==> src/rtl/seg_pkg.sv <==
// Shared types and segment table for the seven-segment scanner.
// Segment codes are active-low {g,f,e,d,c,b,a}.
package seg_pkg;

    typedef enum logic {
        ST_BLANK = 1'b0,
        ST_ON    = 1'b1
    } state_e;

    typedef struct packed {
        logic [31:0] hex;
        logic [7:0]  dp;
        logic        blz;
    } shadow_t;

    // Entry n holds the pattern for nibble n (entry 0 is the rightmost).
    localparam logic [15:0][6:0] SEG_TABLE = {
        7'h0E, 7'h06, 7'h21, 7'h46,
        7'h03, 7'h08, 7'h10, 7'h00,
        7'h78, 7'h02, 7'h12, 7'h19,
        7'h30, 7'h24, 7'h79, 7'h40
    };

endpackage

==> src/rtl/hex_to_seg.sv <==
// Combinational nibble to active-low seven-segment decode.
module hex_to_seg
    import seg_pkg::*;
(
    input  logic [3:0] nib_i,
    output logic [6:0] seg_o
);

    assign seg_o = SEG_TABLE[nib_i];

endmodule

==> src/rtl/seven_seg_scanner.sv <==
// Eight-digit multiplexed seven-segment scanner with blanking gaps,
// per-frame input shadowing and optional leading-zero suppression.
module seven_seg_scanner
    import seg_pkg::*;
#(
    parameter int CLK_DIV   = 100000,
    parameter int BLANK_CYC = 1000
) (
    input  logic        CLK,
    input  logic        RESETn,
    input  logic [31:0] HEX_IN,
    input  logic [7:0]  DP_IN,
    input  logic        BLANK_LZ,
    output logic [7:0]  ANODE,
    output logic [6:0]  CATHODE,
    output logic        DP,
    output logic        FRAME_DONE
);

    localparam int CW = (CLK_DIV > 1) ? $clog2(CLK_DIV) : 1;
    localparam int BW = (BLANK_CYC > 1) ? $clog2(BLANK_CYC) : 1;
    localparam logic [CW-1:0] C_LAST = CW'(CLK_DIV - 1);
    localparam logic [BW-1:0] B_LAST = BW'(BLANK_CYC - 1);

    state_e        state_q, state_d;
    logic [CW-1:0] ccnt_q, ccnt_d;
    logic [BW-1:0] bcnt_q, bcnt_d;
    logic [2:0]    dig_q, dig_d;
    shadow_t       sh_q, sh_d;
    logic [7:0]    anode_q, anode_d;
    logic [6:0]    cath_q, cath_d;
    logic          dp_q, dp_d;
    logic          fd_q, fd_d;

    logic [3:0]    nib;
    logic [6:0]    seg;
    logic [7:0]    lz;
    logic          hz;

    assign nib = sh_q.hex[{dig_q, 2'b00} +: 4];

    hex_to_seg u_dec (
        .nib_i (nib),
        .seg_o (seg)
    );

    // lz[k]: digit k and every higher nibble are zero; digit 0 never blanks.
    always_comb begin
        lz = '0;
        hz = 1'b1;
        for (int k = 7; k >= 1; k--) begin
            hz    = hz & (sh_q.hex[4*k +: 4] == 4'h0);
            lz[k] = hz & sh_q.blz;
        end
    end

    always_comb begin
        state_d = state_q;
        ccnt_d  = ccnt_q;
        bcnt_d  = bcnt_q;
        dig_d   = dig_q;
        sh_d    = sh_q;
        anode_d = 8'hFF;
        cath_d  = 7'h7F;
        dp_d    = 1'b1;
        fd_d    = 1'b0;
        unique case (state_q)
            ST_BLANK: begin
                if (dig_q == 3'd0 && bcnt_q == '0) begin
                    sh_d = '{hex: HEX_IN, dp: DP_IN, blz: BLANK_LZ};
                end
                if (bcnt_q == B_LAST) begin
                    bcnt_d  = '0;
                    state_d = ST_ON;
                end else begin
                    bcnt_d = bcnt_q + 1'b1;
                end
            end
            ST_ON: begin
                if (!lz[dig_q]) begin
                    anode_d[dig_q] = 1'b0;
                    cath_d         = seg;
                    dp_d           = ~sh_q.dp[dig_q];
                end
                if (ccnt_q == C_LAST) begin
                    ccnt_d  = '0;
                    state_d = ST_BLANK;
                    dig_d   = dig_q + 3'd1;
                    fd_d    = (dig_q == 3'd7);
                end else begin
                    ccnt_d = ccnt_q + 1'b1;
                end
            end
            default: ;
        endcase
    end

    always_ff @(posedge CLK) begin
        if (!RESETn) begin
            state_q <= ST_BLANK;
            ccnt_q  <= '0;
            bcnt_q  <= '0;
            dig_q   <= '0;
            sh_q    <= '0;
            anode_q <= 8'hFF;
            cath_q  <= 7'h7F;
            dp_q    <= 1'b1;
            fd_q    <= 1'b0;
        end else begin
            state_q <= state_d;
            ccnt_q  <= ccnt_d;
            bcnt_q  <= bcnt_d;
            dig_q   <= dig_d;
            sh_q    <= sh_d;
            anode_q <= anode_d;
            cath_q  <= cath_d;
            dp_q    <= dp_d;
            fd_q    <= fd_d;
        end
    end

    assign ANODE      = anode_q;
    assign CATHODE    = cath_q;
    assign DP         = dp_q;
    assign FRAME_DONE = fd_q;

endmodule

==> config.mk <==
export PLATFORM = sky130hd
export DESIGN_NAME = seven_seg_scanner
export DESIGN_NICKNAME = d
export VERILOG_FILES = /design/src/rtl/seg_pkg.sv /design/src/rtl/hex_to_seg.sv /design/src/rtl/seven_seg_scanner.sv
export SDC_FILE = /design/constraint.sdc
export NUM_CORES = 1
export LEC_CHECK = 0
export CELL_PAD_IN_SITES_DETAIL_PLACEMENT = 1
export CELL_PAD_IN_SITES_GLOBAL_PLACEMENT = 1
export CORE_ASPECT_RATIO = 1.5
export CORE_MARGIN = 2
export CORE_UTILIZATION = 39
export CTS_BUF_LIST = sky130_fd_sc_hd__clkbuf_2
export DETAILED_ROUTE_END_ITERATION = 8
export PLACE_DENSITY = 0.84
export SYNTH_ARGS = -nofsm -noshare
export SYNTH_HDL_FRONTEND = slang
export SYNTH_SLANG_ARGS = --single-unit
==> constraint.sdc <==
create_clock -name CLK -period 2.6 [get_ports CLK]
set_clock_uncertainty 0.2 [all_clocks]
set_input_delay 0.52 -clock CLK [delete_from_list [all_inputs] [get_ports CLK]]
set_output_delay 0.52 -clock CLK [all_outputs]
set_load 0.01 [all_outputs]
* After elaboration in Yosys (flattened, before gate mapping)
Memory sizes are Yosys's and may differ from the RTL's. A register that Yosys moved wholly into a read port is not among the register bits. Index checks and enable logic that the tools add are counted.
Word-level totals: memory bits (read-only) 112, input bits 43, memories kept 1, word-level logic and storage cells 63, output and inout port bits 17, bits in registers 82
Operators by class: equal/unequal tests 3, $lt $le $gt $ge 2, add/sub/neg operators 3, shift-type cells 1, mux-type cells 11, reduce and logical (&&, ||, !) cells 15, bitwise gates (word level) 17
Memory list:
- (name not given) | depth 16, width 7, rd ports 1, clocked after Yosys merged registers in 1, write ports 0, RTL line hex_to_seg.sv:9 | assign seg_o = SEG_TABLE[nib_i];
Operators with widths (number):
- $shiftx A32 B6 Y4 | 1
- $logic_not A4 Y1 | 7
- $add A17 B1 Y17 const B | 1
- $eq A17 B17 Y1 const B | 1
- $mux W17 | 1
- $and A1 B1 Y1 | 13
- $add A10 B1 Y10 const B | 1
- $eq A10 B10 Y1 const B | 1
- $logic_not A10 Y1 | 1
- $mux W10 | 1
- $not A8 Y8 | 1
- $bmux W1 S3 | 2
- $mux W1 | 5
- $lt A3 B4 Y1 const B | 1
- $reduce_and A2 Y1 | 2
- $add A3 B1 Y3 const B | 1
- $demux W1 S3 | 1
- $eq A3 B3 Y1 const B | 1
- $ge A3 B1 Y1 const B | 1
- $logic_not A3 Y1 | 1
- $not A1 Y1 | 3
- $reduce_and A3 Y1 | 1
- $reduce_or A3 Y1 | 1
- $logic_and A1 B1 Y1 | 2
- $pmux W1 S2 | 1

* Logic depth before layout (Yosys ltp)
word-level depth 11, mapped depth 9, depth with buffers taken out 7

* Hierarchy
A second synthesis with hierarchy kept.
Second synthesis, totals: cells, all modules 423, area total of the unflattened synthesis 4206.5 sq um
By module, submodules not included:
- seven_seg_scanner | instances 1, seq. area each 1781.7 sq um, area an instance 3931.3 sq um, cells an instance 391
- hex_to_seg | instances 1, seq. area each 0.0 sq um, area an instance 275.3 sq um, cells an instance 32

* Least setup slack after synthesis
OpenSTA, ideal clock, no wires.
path kind flip-flop to flip-flop, from register dig_q[0], to register cath_q[6] (netlist: CATHODE[6]), slack 0.183 ns, library setup time 0.139 ns, path buffers 1, stages on the path, launching flop included 9, arrival time 2.078 ns, clock period less this slack 2.417 ns, required time 2.261 ns, path through dfxtp_1 -> buf_6 -> mux4_1 -> mux2i_1 -> inv_1 -> ha_1 -> nand2_2 -> a21boi_2 -> o221ai_2
On the way: longest elaborated chain between the ends 3, elaborated cells between the ends (all ways) 4, classes of those cells shift (1); mux (2); reduce/logical (1)
RTL lines:
- start: declaration | RTL line seven_seg_scanner.sv:28 | logic [2:0] dig_q, dig_d;
- start signal: assignment | RTL line seven_seg_scanner.sv:113 | dig_q <= dig_d;
- parallel branches: the longest is 3 deep, another holds $shiftx A32 B6 Y4
- end: declaration | RTL line seven_seg_scanner.sv:31 | logic [6:0] cath_q, cath_d;
Several ways; the timed one is not identified. The select of a mux whose other input is x is not followed. A chain may end at the register's enable or synchronous reset.

* Worst setup path in the final report
from register dig_q[0], to register cath_q[3] (netlist: CATHODE[3])
Same word-level chain as after synthesis.

==> key figures <==
Worst setup path
  • Crit. End Element: register
  • Worst setup SP type: register
  • Required time of the critical path: 2.88 ns
  • Crit Path Max Fanout: 5
  • Worst Path Class, Setup: reg2reg
  • Crit path DAT: between 2 and 3 ns

Floorplanning
  • Die span in x: approximately 90 µm
  • Site Rows: 46
  • Starting Density: 39.7%
  • Full die area: about 12,000 µm²
  • Die height: 131 µm
  • I/O Pins: 60
  • Core region area: ~11,000 µm²

Synthesis
  • Synth Register Bits: 89
  • Main flop type after synthesis: dfxtp_1
  • Simple-gate share of the synthesized area: between 20% and 30%
  • Unique masters post-synth: 55
  • Net count after synthesis: between 400 and 500
  • Adder-cell share of the synthesized area: 3.59%
  • Synthesis warning total: 0
  • Mapped cell area: between 4000 and 5000 µm²
  • Avg Cell Area, Syn: ~10 µm²
  • Post-Syn Instances: 419
  • Post-synth EDFFs: 0
  • Synth Area in XOR/XNOR: ~5.2%
  • Mux cell area share after synthesis: between 10% and 20%
  • Synth async-reset ratio: 0%
  • Largest family of logic cells by synthesized area: simple AND/OR/NAND/NOR gates
  • Post-synthesis compound-gate area fraction: under 10%
  • Sequential-to-total area share from yosys stat: roughly 43%

Routing
  • Post-route antenna net violation count: 0
  • Starting DRT DRC Count: 162
  • Remaining DRCs: 0
  • Routed vias/inst: ~5.2
  • Via Count: roughly 3,300
  • Routed WL: about 11,000 µm
  • Wirelength per Cell: ~17 µm
  • Pre-antenna DRT Iters: 4

Placed design
  • DP Wirelength: slightly above 8000 µm
  • Cells after DPL: ~600
  • Dpl ws: 0.0853 ns
  • GP Congestion: a little under 0.9
  • PortBufs: 59

STA
  • Fin. max-slew vios: 0
  • Fmax: roughly 0.4 GHz
  • Slew @ Worst Pin: 0.675 ns
  • Final setup violation count: 0
  • Minimum clock period: approximately 2.4 ns
  • Worst-case headroom to the max-slew limit: 54.7%
  • RSZ-0062 raised after global routing: no
  • Final worst setup slack: 0.157 ns
  • Final setup TNS: 0 ns
  • Final Hold Vio Count: 0
  • Final worst path period share: between 90% and 100%

Clocking
  • TritonCTS clock tree: yes
  • Longest Clk Path Bufs: 2
  • Latest clock arrival within the worst-skew pair: just under 0.6 ns
  • TritonCTS Buffers: 9
  • Clock slew at reported path FFs: between 0.2 and 0.25 ns
  • Clock Tree Root: clkbuf_2
  • H-tree levels: 3
  • Cts-stage hold buffer count: 0
  • Clock Sinks: 89

Finish
  • Post-Layout Cell Count: about 630
  • FF+latch area: between 1500 and 2000 µm²
  • Number of fill cells: approximately 1,200
  • Antenna cells: 0
  • Number of nets in the final layout: between 500 and 600
  • Area Growth Syn to Fin: 21.7%
  • Layout cells sized above 1: between 9 and 10%
  • Multi-input logic area: 2280 µm²

GRT
  • First-pass GRT wire length: 17,400 µm
  • Global route overflow: 0
  • Gr usage total: 19.6%
  • Vias in the first global route: 3,505
  • Initial antenna violation count: 0
  • Largest net degree at the start of global routing: between 50 and 60

Pwr
  • Worst vdd ir: roughly 0.25 mV
  • Power Density: between 500 and 600 nW/µm²
  • Lkg Pwr: just under 2 nW

Run status
  • Outcome: completed

Hold path
  • Hold Path Class: in2reg

Run
  • Max_cap viols: 0
## registers in the layout, indices dropped and copies added, names as in the netlist, 3 cells and up
register  count
ANODE         8
CATHODE       7
bcnt_q       10
ccnt_q       17
dig_q         3
sh_q         41
## timing repair
action	in CTS	in global routing
buffers inserted	0	0
endpoints found under the setup margin	1	1
pin swaps	0	0
gates resized for setup	1	4
## final cells by class
class | count | share of cell area (%)
sequential | 89 | 35.1
timing repair buffer | 71 | 13.6
inverter | 11 | 0.811
multi-input combinational | 300 | 44.7
tap | 144 | 3.54
clock inverter | 6 | 1.30
clock buffer | 10 | 0.983
## worst paths after layout
kind	start	to	slack, ns	cells after the start
setup / recovery	dig_q[0]	CATHODE[3]	0.16	6
hold / removal	DP_IN[0]	sh_q[1]	0.32	3
setup reg to reg	dig_q[0]	CATHODE[3]	0.16	6
hold reg to reg	ccnt_q[1]	ccnt_q[1]	0.33	2
## per-layer routing
metal	GRT usage [%]	part of all wire (%)
met1	20.5	39
met2	36.5	55
met3	5.03	2.9
met4	8.38	2.8
met5	0	0
## synth_stat cells (all sizes together), types with 8 or more instances
cell type | count | area, µm²
buf | 13 | 78.8
dfxtp | 89 | 1780
ha | 12 | 150
inv | 10 | 37.5
mux2i | 47 | 483
mux4 | 8 | 191
nand2 | 27 | 104
nand3 | 16 | 80.1
nand4 | 15 | 93.8
nor2 | 34 | 128
nor2b | 47 | 294
nor4 | 10 | 62.6
xnor2 | 10 | 87.6
xor2 | 15 | 131
## stage by stage
stage	util, %	hold slack (ns)	power, W	area [µm²]
global placement	47.1	0.277	0.00191	4960
detailed placement	47.1	0.293	0.00194	4960
CTS	48.3	0.282	0.00264	5090
global route	48.4	0.276	0.00273	5090
finish	48.4	0.324	0.00262	5090
floorplan	-	0.267	0.00177	4190
## where the power goes
part,total [W],switching [W],internal [W]
Sequential,0.00149,0.0000597,0.00143
Clock,0.000702,0.000476,0.000226
Combinational,0.000422,0.000198,0.000224
## placed cells by master, fill, tap and decap left out, types with 5 or more instances in the layout
cell             count
and3_1               6
buf_4               11
clkbuf_2            10
clkdlybuf4s50_1     59
dfxtp_1             86
ha_1                12
inv_1               10
mux2i_1             46
mux4_2               5
nand2_1             26
nand3_1             15
nand4_1             15
nor2_1              34
nor2b_1             47
nor4_1              10
xnor2_1             10
xor2_1              15
## cells by family (layout without fill, tap and decap cells)
logic type | after synthesis | after routing
AND/OR/NAND/NOR | 178 | 178
buffers and inverters | 30 | 98
adder cells (fa/ha/maj) | 12 | 12
XOR/XNOR | 25 | 25
AO/OA/AOI/OAI | 27 | 27
multiplexers | 58 | 58
flip-flops | 89 | 89
## critical path: stages, from the launching register on
cell      delay, ns
dfxtp_2        0.44
mux4_1         0.57
mux2i_1        0.23
buf_4          0.19
ha_1           0.27
o2111a_1       0.26
o21ai_1        0.20
(Power assumes the default switching activity.)
